<file path="config.mk">
export PLATFORM = sky130hd
export DESIGN_NAME = uart_rx_ctrl
export DESIGN_NICKNAME = d
export VERILOG_FILES = /design/src/rtl/uart_rx_ctrl.sv
export SDC_FILE = /design/constraint.sdc
export NUM_CORES = 1
export LEC_CHECK = 0
export CAP_MARGIN = 10
export CORE_ASPECT_RATIO = 1.5
export CORE_MARGIN = 1
export CORE_UTILIZATION = 45
export CTS_CLUSTER_SIZE = 16
export DETAILED_ROUTE_END_ITERATION = 10
export GPL_TIMING_DRIVEN = 0
export PLACE_DENSITY = 0.82
export SKIP_CTS_REPAIR_TIMING = 1
export SLEW_MARGIN = 10
export SYNTH_ARGS = -nofsm -noshare
export SYNTH_HDL_FRONTEND = slang
export SYNTH_SLANG_ARGS = --single-unit
</file>
<file path="constraint.sdc">
create_clock -name clk -period 1.9 [get_ports clk]
set_clock_uncertainty 0.2 [all_clocks]
set_input_delay 0.285 -clock clk [delete_from_list [all_inputs] [get_ports clk]]
set_output_delay 0.285 -clock clk [all_outputs]
set_load 0.02 [all_outputs]
</file>
<file path="src/rtl/uart_rx_ctrl.sv">
// rtl/uart_rx_ctrl.sv - UART receiver config sequencing, FWFT byte FIFO and error statistics
// Optional feature macro: UART_RX_CTRL_ERR_CNT_EN (parity/stop error counters)
module uart_rx_ctrl #(
  parameter int DATA_WIDTH    = 8,
  parameter int FIFO_DEPTH    = 4,
  parameter int SETTLE_CYCLES = 2
) (
  input  logic                  clk,
  input  logic                  rst,
  input  logic                  cfg_valid,
  input  logic [5:0]            cfg_prescale,
  input  logic                  cfg_par_en,
  input  logic                  cfg_par_typ,
  output logic                  cfg_ready,
  output logic                  cfg_done,
  output logic                  cfg_err,
  input  logic                  rx_busy,
  input  logic [DATA_WIDTH-1:0] rx_data,
  input  logic                  rx_data_valid,
  input  logic                  rx_par_err,
  input  logic                  rx_stop_err,
  output logic                  rx_enable,
  output logic [5:0]            rx_prescale,
  output logic                  rx_par_en,
  output logic                  rx_par_typ,
  input  logic                  rd_en,
  output logic [DATA_WIDTH-1:0] rd_data,
  output logic                  rd_valid,
  output logic                  overrun,
  input  logic                  clr_stat,
  output logic [7:0]            par_err_cnt,
  output logic [7:0]            frame_err_cnt
);

  localparam int AW = $clog2(FIFO_DEPTH);
  localparam logic [3:0] SETTLE_INIT = 4'(SETTLE_CYCLES - 1);

  typedef enum logic [1:0] {ST_RUN, ST_HOLD, ST_APPLY, ST_SETTLE} state_t;

  state_t     state, state_n;
  logic [3:0] settle_cnt;
  logic [5:0] sh_prescale;
  logic       sh_par_en, sh_par_typ;
  logic       presc_legal, cfg_accept;

  assign presc_legal = (cfg_prescale == 6'd8) || (cfg_prescale == 6'd16) || (cfg_prescale == 6'd32);
  assign cfg_accept  = (state == ST_RUN) && cfg_valid && presc_legal;

  // Next-state and Moore outputs of the config sequencer
  always_comb begin
    state_n   = state;
    rx_enable = 1'b0;
    cfg_ready = 1'b0;
    cfg_done  = 1'b0;
    case (state)
      ST_RUN: begin
        rx_enable = 1'b1;
        cfg_ready = 1'b1;
        if (cfg_accept) state_n = ST_HOLD;
      end
      ST_HOLD:   if (!rx_busy) state_n = ST_APPLY;
      ST_APPLY: begin
        cfg_done = 1'b1;
        state_n  = ST_SETTLE;
      end
      ST_SETTLE: if (settle_cnt == 4'd0) state_n = ST_RUN;
      default:   state_n = ST_SETTLE;
    endcase
  end

  // State register, settle counter, shadow and applied config, reject pulse
  always_ff @(posedge clk) begin
    if (rst) begin
      state       <= ST_SETTLE;
      settle_cnt  <= SETTLE_INIT;
      sh_prescale <= 6'd8;
      sh_par_en   <= 1'b0;
      sh_par_typ  <= 1'b0;
      rx_prescale <= 6'd8;
      rx_par_en   <= 1'b0;
      rx_par_typ  <= 1'b0;
      cfg_err     <= 1'b0;
    end else begin
      state   <= state_n;
      cfg_err <= (state == ST_RUN) && cfg_valid && !presc_legal;
      if (cfg_accept) begin
        sh_prescale <= cfg_prescale;
        sh_par_en   <= cfg_par_en;
        sh_par_typ  <= cfg_par_typ;
      end
      if (state == ST_APPLY) begin
        rx_prescale <= sh_prescale;
        rx_par_en   <= sh_par_en;
        rx_par_typ  <= sh_par_typ;
        settle_cnt  <= SETTLE_INIT;
      end else if (state == ST_SETTLE && settle_cnt != 4'd0) begin
        settle_cnt <= settle_cnt - 4'd1;
      end
    end
  end

  logic [DATA_WIDTH-1:0] mem [FIFO_DEPTH];
  logic [AW:0]           wr_ptr, rd_ptr;
  logic                  fifo_empty, fifo_full, do_push, do_pop;

  assign fifo_empty = (wr_ptr == rd_ptr);
  assign fifo_full  = (wr_ptr[AW] != rd_ptr[AW]) && (wr_ptr[AW-1:0] == rd_ptr[AW-1:0]);
  assign do_pop     = rd_en && !fifo_empty;
  // A pop frees the slot in the same cycle, so a full FIFO still accepts a push then
  assign do_push    = rx_data_valid && (!fifo_full || rd_en);
  assign rd_valid   = !fifo_empty;
  assign rd_data    = mem[rd_ptr[AW-1:0]];

  // FIFO storage write; contents need no reset since pointers define validity
  always_ff @(posedge clk) begin
    if (do_push) mem[wr_ptr[AW-1:0]] <= rx_data;
  end

  // FIFO pointers and sticky overrun flag
  always_ff @(posedge clk) begin
    if (rst) begin
      wr_ptr  <= '0;
      rd_ptr  <= '0;
      overrun <= 1'b0;
    end else begin
      if (do_push) wr_ptr <= wr_ptr + {{AW{1'b0}}, 1'b1};
      if (do_pop)  rd_ptr <= rd_ptr + {{AW{1'b0}}, 1'b1};
      if (clr_stat)
        overrun <= 1'b0;
      else if (rx_data_valid && fifo_full && !rd_en)
        overrun <= 1'b1;
    end
  end

`ifdef UART_RX_CTRL_ERR_CNT_EN
  // Saturating error counters; clear has priority over a same-cycle strobe
  always_ff @(posedge clk) begin
    if (rst || clr_stat) begin
      par_err_cnt   <= 8'd0;
      frame_err_cnt <= 8'd0;
    end else begin
      if (rx_par_err && par_err_cnt != 8'hFF)     par_err_cnt   <= par_err_cnt + 8'd1;
      if (rx_stop_err && frame_err_cnt != 8'hFF)  frame_err_cnt <= frame_err_cnt + 8'd1;
    end
  end
`else
  assign par_err_cnt   = 8'd0;
  assign frame_err_cnt = 8'd0;
  logic unused_err_strobes;
  assign unused_err_strobes = &{1'b0, rx_par_err, rx_stop_err};
`endif

endmodule

</file>
======== Word-level counts from Yosys, hierarchy flattened ========
Memories as Yosys holds them, arrays and structs flattened. A register that Yosys moved wholly into a read port is not among the register bits.
Index checks and enable logic that the tools add are counted.
word-level totals
  flip-flop bits (word level) ............. 30
  bits in latches ......................... 0
  bits in writable memories ............... 32
  memory bits (read-only) ................. 0
  input bits .............................. 25
  output and inout bits ................... 38
  logic and storage cells ................. 60
  memories ................................ 1
memories
  memory  depth  width  rd ports  clocked after memory_dff  write ports  line  source
  mem     4      8      1         1                         1            102   logic [DATA_WIDTH-1:0] mem [FIFO_DEPTH];
operators by class
  $add $sub $neg .......................... 3
  multiply operators ...................... 0
  divide/modulo/power cells ............... 0
  $lt $le $gt $ge ......................... 0
  eq/ne operators ......................... 12
  shift operators ......................... 0
  multiplexer cells ....................... 10
  bitwise logic cells ..................... 0
  reductions and logical operators ........ 22
operator list
  kind                                                                 count
  2-bit 2-to-1 mux                                                     5
  1-bit logical AND                                                    9
  2-bit case mux with 4 select lines                                   1
  3-bit by 1-bit adder with 3-bit output (second input constant)       2
  6-bit by 4-bit == test with 1-bit output (second input constant)     1
  6-bit by 5-bit == test with 1-bit output (second input constant)     1
  6-bit == test (second input constant)                                1
  2-bit inequality test (second input constant)                        3
  2-bit == test (second input constant)                                2
  1-bit zero test                                                      4
  4-bit zero test                                                      1
  1-bit 2-to-1 mux                                                     4
  4-bit nonzero test                                                   1
  2-bit OR reduction                                                   2
  4-bit by 1-bit subtractor with 4-bit output (second input constant)  1
  3-bit == test                                                        1
  1-bit logical OR                                                     3
  3-bit AND reduction                                                  1
  2-bit by 1-bit == test with 1-bit output (second input constant)     1
  2-bit == test                                                        1
  2-bit zero test                                                      1
  1-bit inequality test                                                1

======== Depth between registers and ports, before layout ========
Gate-level depths: netlist of run 1.
  depth after elaboration ................. 7
  gate-level depth with buffers ........... 6
  depth with buffers taken out ............ 6

======== Worst setup path before layout of run 1 ========
Ideal clock, no wire load.
  path kind ............................... reg-to-reg
  start point ............................. register wr_ptr[1]
  end point ............................... memory mem[0][0], enable pin
  library setup time ...................... 0.371 ns
  arrival ................................. 1.271 ns
  data required time ...................... 1.329 ns
  path slack .............................. 0.059 ns
  stages on the path, launching flop included .. 4
  buffers on the path ..................... 0
  clock period less this slack ............ 1.841 ns
  path through ............................ dfxtp_1 xor2_1 o41ai_4 nor2_1
between the ends
  word-level cells in the longest chain between the ends .. 7
RTL lines
  item                                    line  source
  start, declared                         103   logic [AW:0] wr_ptr, rd_ptr;
  start signal, assigned                  126   if (do_push) wr_ptr <= wr_ptr + {{AW{1'b0}}, 1'b1};
  2-bit == test                           107   assign fifo_full = (wr_ptr[AW] != rd_ptr[AW]) && (wr_ptr[AW-1:0] == rd_ptr[AW-1:0]);
  1-bit logical AND                       107
  1-bit zero test                         110   assign do_push = rx_data_valid && (!fifo_full || rd_en);
  1-bit logical OR                        110
  1-bit logical AND                       110
  1-bit 2-to-1 mux                        116   if (do_push) mem[wr_ptr[AW-1:0]] <= rx_data;
  1-bit 2-to-1 mux (implied by the code)  116
  end, declared                           102
Several ways; a longest one is shown, not always the timed one.

==> flow_summary.ini, run 1 <==
[power]
p_per_area_nw_per_um2 = 1090
p_clk_frac = 0.339
p_comb_frac = 0.260
power_switching_mw = 1.14
finalPower_mw = 4.11
switching_share = 0.276
ir_drop_mv = 0.801
internal_power_mw = 2.97
pwr-share-seq = 0.400
p_leak_nw = 1.56

[critical_path]
cp.arrival_ns = 1.52
crit_type = flip-flop to output port
reg2reg_from = wr_ptr[0]$_SDFFE_PP0P_
r2r_cells = 6
r2r_slack_ns = 0.02
cp.required_ns = 1.41
reg2reg_to = wr_ptr[2]$_SDFFE_PP0P_
end_kind = output port
worstPathMaxFanout = 8
start_kind = flip-flop

[routing]
drtIter0Drc = 47
totalWireLength_um = 5000
via_per_inst = 4.78
wl_per_cell_um = 13.7
vias = 1746
firstDrtPassIters = 6
ant_nets = 0
remaining_drc_errors = 0

[yosys]
syn-instance-count = 209
syn_area_um2 = 2730
yosysSeqAreaShare = 0.586
async_flop_share = 0
yosys_most_used_dff = edfxtp_1
avgSynthCellArea_um2 = 13.1
synth_edf_count = 32
netlist-cell-type-count = 33
ys_seq_elements = 64
ys_warn_count = 0

[die]
die_w_um = 65.6
fp.coreArea_um2 = 5830
ios = 63
die_area_um2 = 6400
core.rowCount = 34
start_util = 0.469
die_y_um = 97.5

[clock_tree]
cts_buffer_depth = 2
cts-root-buf = clkbuf_8
cts_tree = built
htree_num_levels = 3
cts.sinks = 64
clock_insertion_delay_worst_skew_ns = 0.34
clk_pin_slew_ns = 0.07
numCtsBuffers = 9

[global_routing]
grt_use_total = 0.167
grt_pass1_vias = 1706
grt_max_degree = 13
grt_overflow_total = 0
grt_pass1_wl_um = 7800
antenna_found_initial = 0

[run_status]
status = finished with violations
violations = negative setup slack

[layout]
final_nets = 324
area_growth_pct = 37.9
fin_cells = 365
num_antenna_cells = 0
drive_above_1_share = 0.283

[timing]
layout_setup_ws_ns = -0.104
finalCritPeriodShare = 1.05
rsz0062_at_grt = yes
setup_tns_ns = -0.645
whs_ns = 0.269
fmax_mhz = 499
finalHoldViolations = 0
setup_viol_count_final = 8
report.final.slew_viol_count = 0
min_period_ns = 2.00

[worst_hold_path]
hold_path_end = sh_prescale[2]$_SDFFE_PP0P_
hp-start = sh_prescale[2]$_SDFFE_PP0P_
hold_depth = 1
hp-class = flip-flop to flip-flop

[place]
gp_congestion = 0.744
dp_slack_ns = -0.390
io_buffers = 44
dp.cells = 340
dpl.hpwl_um = 3400

[job]
maxCapViolCount = 0
flip-flops by register name, summed over array words and instances, names as in the netlist, named ones only:
name         flops
mem             32
rx_prescale      6
sh_prescale      6
settle_cnt       4
rd_ptr           3
wr_ptr           3
state            2
cfg_err          1
overrun          1
rx_par_en        1
rx_par_typ       1
sh_par_en        1
sh_par_typ       1
per-stage QoR:
| step | utilization | cell area [um2] |
|---|---|---|
| after floorplan | - | 2790 |
| after global placement | 0.570 | 3320 |
| after detailed placement | 0.570 | 3320 |
| after CTS | 0.611 | 3560 |
| after global routing | 0.647 | 3770 |
| final | 0.647 | 3770 |
worst max path at each step:
stage / startpoint / end / slack, ns / cells after the start
3_5_place_dp: rd_en / wr_ptr[2]$_SDFFE_PP0P_ / -0.39 / 4
4_1_cts: flip-flop / rd_data[5] / -0.69 / 3
2_1_floorplan: wr_ptr[1]$_SDFFE_PP0P_ / mem[0][0]$_DFFE_PP_ / 0.06 / 3
5_1_grt: flip-flop / rd_data[5] / -0.16 / 3
3_3_place_gp: rd_en / wr_ptr[2]$_SDFFE_PP0P_ / -0.38 / 4
6_report: flip-flop / rd_data[5] / -0.10 / 3
area by class of cell:
type                    count  area [um2]
plain buffers              22         164
clock buffers               9         124
clock inverters             7         119
fillers                   432        2060
inverters                  13        48.8
multi-input cells         124        1080
flip-flops and latches     64        1620
well taps                  72        90.1
repair buffers             54         526
critical path: stages (launching register included):
cell and delay (ns):
dfxtp_2 0.35, buf_12 0.14, mux4_2 0.51, buf_2 0.18
cells by family after synthesis:
kind of cell / count (synthesis) / synth area share
buffers and inverters: 36 / 0.0732
XOR/XNOR: 11 / 0.0352
other: 1 / 0.00137
multiplexers: 24 / 0.126
AND/OR/NAND/NOR: 47 / 0.0778
adder cells (fa/ha/maj): 11 / 0.0503
AO/OA/AOI/OAI: 15 / 0.0499
flip-flops: 64 / 0.586
metal layers:
| layer | wire, um | track usage |
|---|---|---|
| met3 | 360 | 0.0657 |
| met2 | 2590 | 0.271 |
| met5 | 0 | 0 |
| met1 | 1970 | 0.187 |
| met4 | 83 | 0.0786 |
power by group through the flow:
stage	clock, mW	combinational (mW)	sequential [mW]
5_1_grt	1.48	1.16	1.66
3_5_place_dp	0	0.963	1.64
3_3_place_gp	0	0.941	1.64
6_report	1.39	1.07	1.65
2_1_floorplan	0	0.656	1.64
4_1_cts	1.43	0.969	1.61
layout by cell type, fill, tap and decap left out, types with 2 or more instances in the layout:
cell	n
dfxtp_1	25
nor3_1	4
ha_1	10
buf_4	26
nand2_1	2
clkdlybuf4s50_1	32
xnor2_1	3
buf_2	2
edfxtp_1	32
a211o_1	2
and2_1	4
conb_1	16
dlymetal6s2s_1	3
dfxtp_4	3
buf_6	8
or3_1	2
nor2_1	25
mux2i_1	15
clkbuf_8	9
clkbuf_1	2
bufinv_16	3
o211ai_1	2
nor2_4	4
xor2_1	5
nor2b_1	3
inv_1	13
mux4_2	8
dfxtp_2	4
Yosys cell counts, types with 2 or more instances:
| master | instances | area share |
|---|---|---|
| a211o_1 | 2 | 0.0064 |
| a211oi_1 | 2 | 0.0055 |
| and2_1 | 4 | 0.0092 |
| buf_1 | 3 | 0.0041 |
| buf_4 | 17 | 0.047 |
| clkbuf_1 | 2 | 0.0027 |
| dfxtp_1 | 32 | 0.23 |
| edfxtp_1 | 32 | 0.35 |
| ha_1 | 11 | 0.050 |
| inv_1 | 13 | 0.018 |
| mux2i_1 | 15 | 0.055 |
| mux4_2 | 8 | 0.066 |
| nand2_1 | 2 | 0.0027 |
| nor2_1 | 29 | 0.040 |
| nor2b_1 | 3 | 0.0069 |
| nor3_1 | 5 | 0.0092 |
| o211ai_1 | 2 | 0.0055 |
| o21ai_0 | 2 | 0.0037 |
| or3_1 | 2 | 0.0046 |
| xnor2_1 | 4 | 0.013 |
| xor2_1 | 7 | 0.022 |
Power figures use the tool's default switching activity.
==> run 2: changes to the inputs <==
--- a/config.mk
+++ b/config.mk
@@ -8,3 +8,3 @@
 export CAP_MARGIN = 10
-export CORE_ASPECT_RATIO = 1.5
+export CORE_ASPECT_RATIO = 1.75
 export CORE_MARGIN = 1
==> constraint.sdc (replaced) <==
create_clock -name clk -period 1.9 [get_ports clk]
set_clock_uncertainty 0.2 [all_clocks]
set_input_delay 0.38 -clock clk [delete_from_list [all_inputs] [get_ports clk]]
set_output_delay 0.38 -clock clk [all_outputs]
set_load 0.02 [all_outputs]
==> run 2 against run 1 <==
Against the previous run:
- the flow still finishes with violations (negative setup slack)
- hold slack about the same
- power down 2.8%
- sequential share of layout area about the same
- combinational power up 4%
- count of clock-buffer cells in the layout up 3
- via count up 0.74%
- final area about the same
==> flow_summary.ini, run 2 (synthesis results as in run 1) <==
[layout]
largest_reg_flops = 32
num_antenna_cells = 0
layout_commonest_cell = edfxtp_1
area_growth_pct = 38.0
fin_area_um2 = 3770
utilization = 0.642
drive_above_1_share = 0.301
final_nets = 323
fin_cells = 370
final_cell_mix = edfxtp_1, clkdlybuf4s50_1, nor2_1, dfxtp_1, buf_4

[global_routing]
grt_use_total = 0.162
antenna_found_initial = 0
grt_pass1_wl_um = 7580
grt_overflow_total = 0
grt_max_degree = 12
grt_pass1_vias = 1706

[die]
die_area_um2 = 6400
die_w_um = 60.9
die_y_um = 105
fp.coreArea_um2 = 5880
core.rowCount = 37
ios = 63
start_util = 0.465

[routing]
firstDrtPassIters = 4
remaining_drc_errors = 0
ant_nets = 0
via_per_inst = 4.75
wl_per_cell_um = 13.5
totalWireLength_um = 4990
drtIter0Drc = 17
vias = 1759

[clock_tree]
htree_num_levels = 3
clk_pin_slew_ns = 0.06
cts-root-buf = clkbuf_8
cts_buffer_depth = 2
cts.sinks = 64
numCtsBuffers = 9
clock_insertion_delay_worst_skew_ns = 0.33
cts_tree = built

[critical_path]
start_kind = flip-flop
cp.arrival_ns = 1.46
end_kind = output port
crit_type = flip-flop to output port
crit_buf_inv = 2
cp.required_ns = 1.32
max_stage_delay_ns = 0.49
crit_slowest_cell = mux4_2
cp_cell_sequence = buf_12 > mux4_2 > buf_2
path_delay_family = multiplexers
worstPathMaxFanout = 8

[place]
io_buffers = 44
dp.cells = 346
gp_congestion = 0.756
place_area_um2 = 3330
dpl.hpwl_um = 3280
dp_slack_ns = -0.521

[timing]
finalHoldViolations = 0
report.final.slew_viol_count = 0
setup_viol_count_final = 11
rsz0062_at_grt = yes
min_period_ns = 2.04
layout_setup_ws_ns = -0.140
finalCritPeriodShare = 1.07
fmax_mhz = 490

[run_status]
violations = negative setup slack
status = finished with violations

[power]
p_per_area_nw_per_um2 = 1060
finalPower_mw = 4.00
p_leak_nw = 1.56
ir_drop_mv = 0.829

[worst_hold_path]
hp-class = flip-flop to flip-flop

[job]
maxCapViolCount = 0
[run 2: worst paths after layout]
path	start	slack, ns	to	cells after the start
min	sh_prescale[2]$_SDFFE_PP0P_	0.27	sh_prescale[2]$_SDFFE_PP0P_	1
max	flip-flop	-0.14	rd_data[1]	3
min reg2reg	sh_prescale[2]$_SDFFE_PP0P_	0.27	sh_prescale[2]$_SDFFE_PP0P_	1
max reg2reg	wr_ptr[0]$_SDFFE_PP0P_	-0.12	wr_ptr[2]$_SDFFE_PP0P_	7
[run 2: routing by layer]
layer	global-route usage	part of all wire	vias up
li1	-	-	854
met1	0.170	0.37	833
met2	0.282	0.57	65
met3	0.0594	0.052	7
met4	0.0633	0.010	0
met5	0	0	-
[run 2: where the power goes]
group	internal, mW	switching [mW]	total, mW
Sequential	1.57	0.0807	1.65
Combinational	0.551	0.557	1.11
Clock	0.769	0.472	1.24
Total	2.89	1.11	4.00
[run 2: layout make-up]
| class | count | area (um2) |
|---|---|---|
| multi-input combinational | 124 | 1110 |
| tap | 78 | 97.6 |
| fill | 438 | 2110 |
| clock buffer | 12 | 145 |
| clock inverter | 4 | 68.8 |
| sequential | 64 | 1620 |
| buffer | 22 | 165 |
| inverter | 13 | 48.8 |
| timing repair buffer | 53 | 518 |
[run 2: worst register-to-register path: stages (launching register included)]
cell and delay (ns):
dfxtp_4 0.36, xor2_2 0.19, buf_4 0.15, o41ai_4 0.34, buf_6 0.19, buf_6 0.11, nor2_4 0.06, mux2_4 0.30
[run 2: through the flow]
stage / hold slack, ns / TNS, ns
after floorplan: 0.230 / 0
after global placement: 0.244 / -20.99
after detailed placement: 0.248 / -23.21
after CTS: 0.268 / -16.18
after global routing: 0.289 / -2.73
final: 0.269 / -1.26
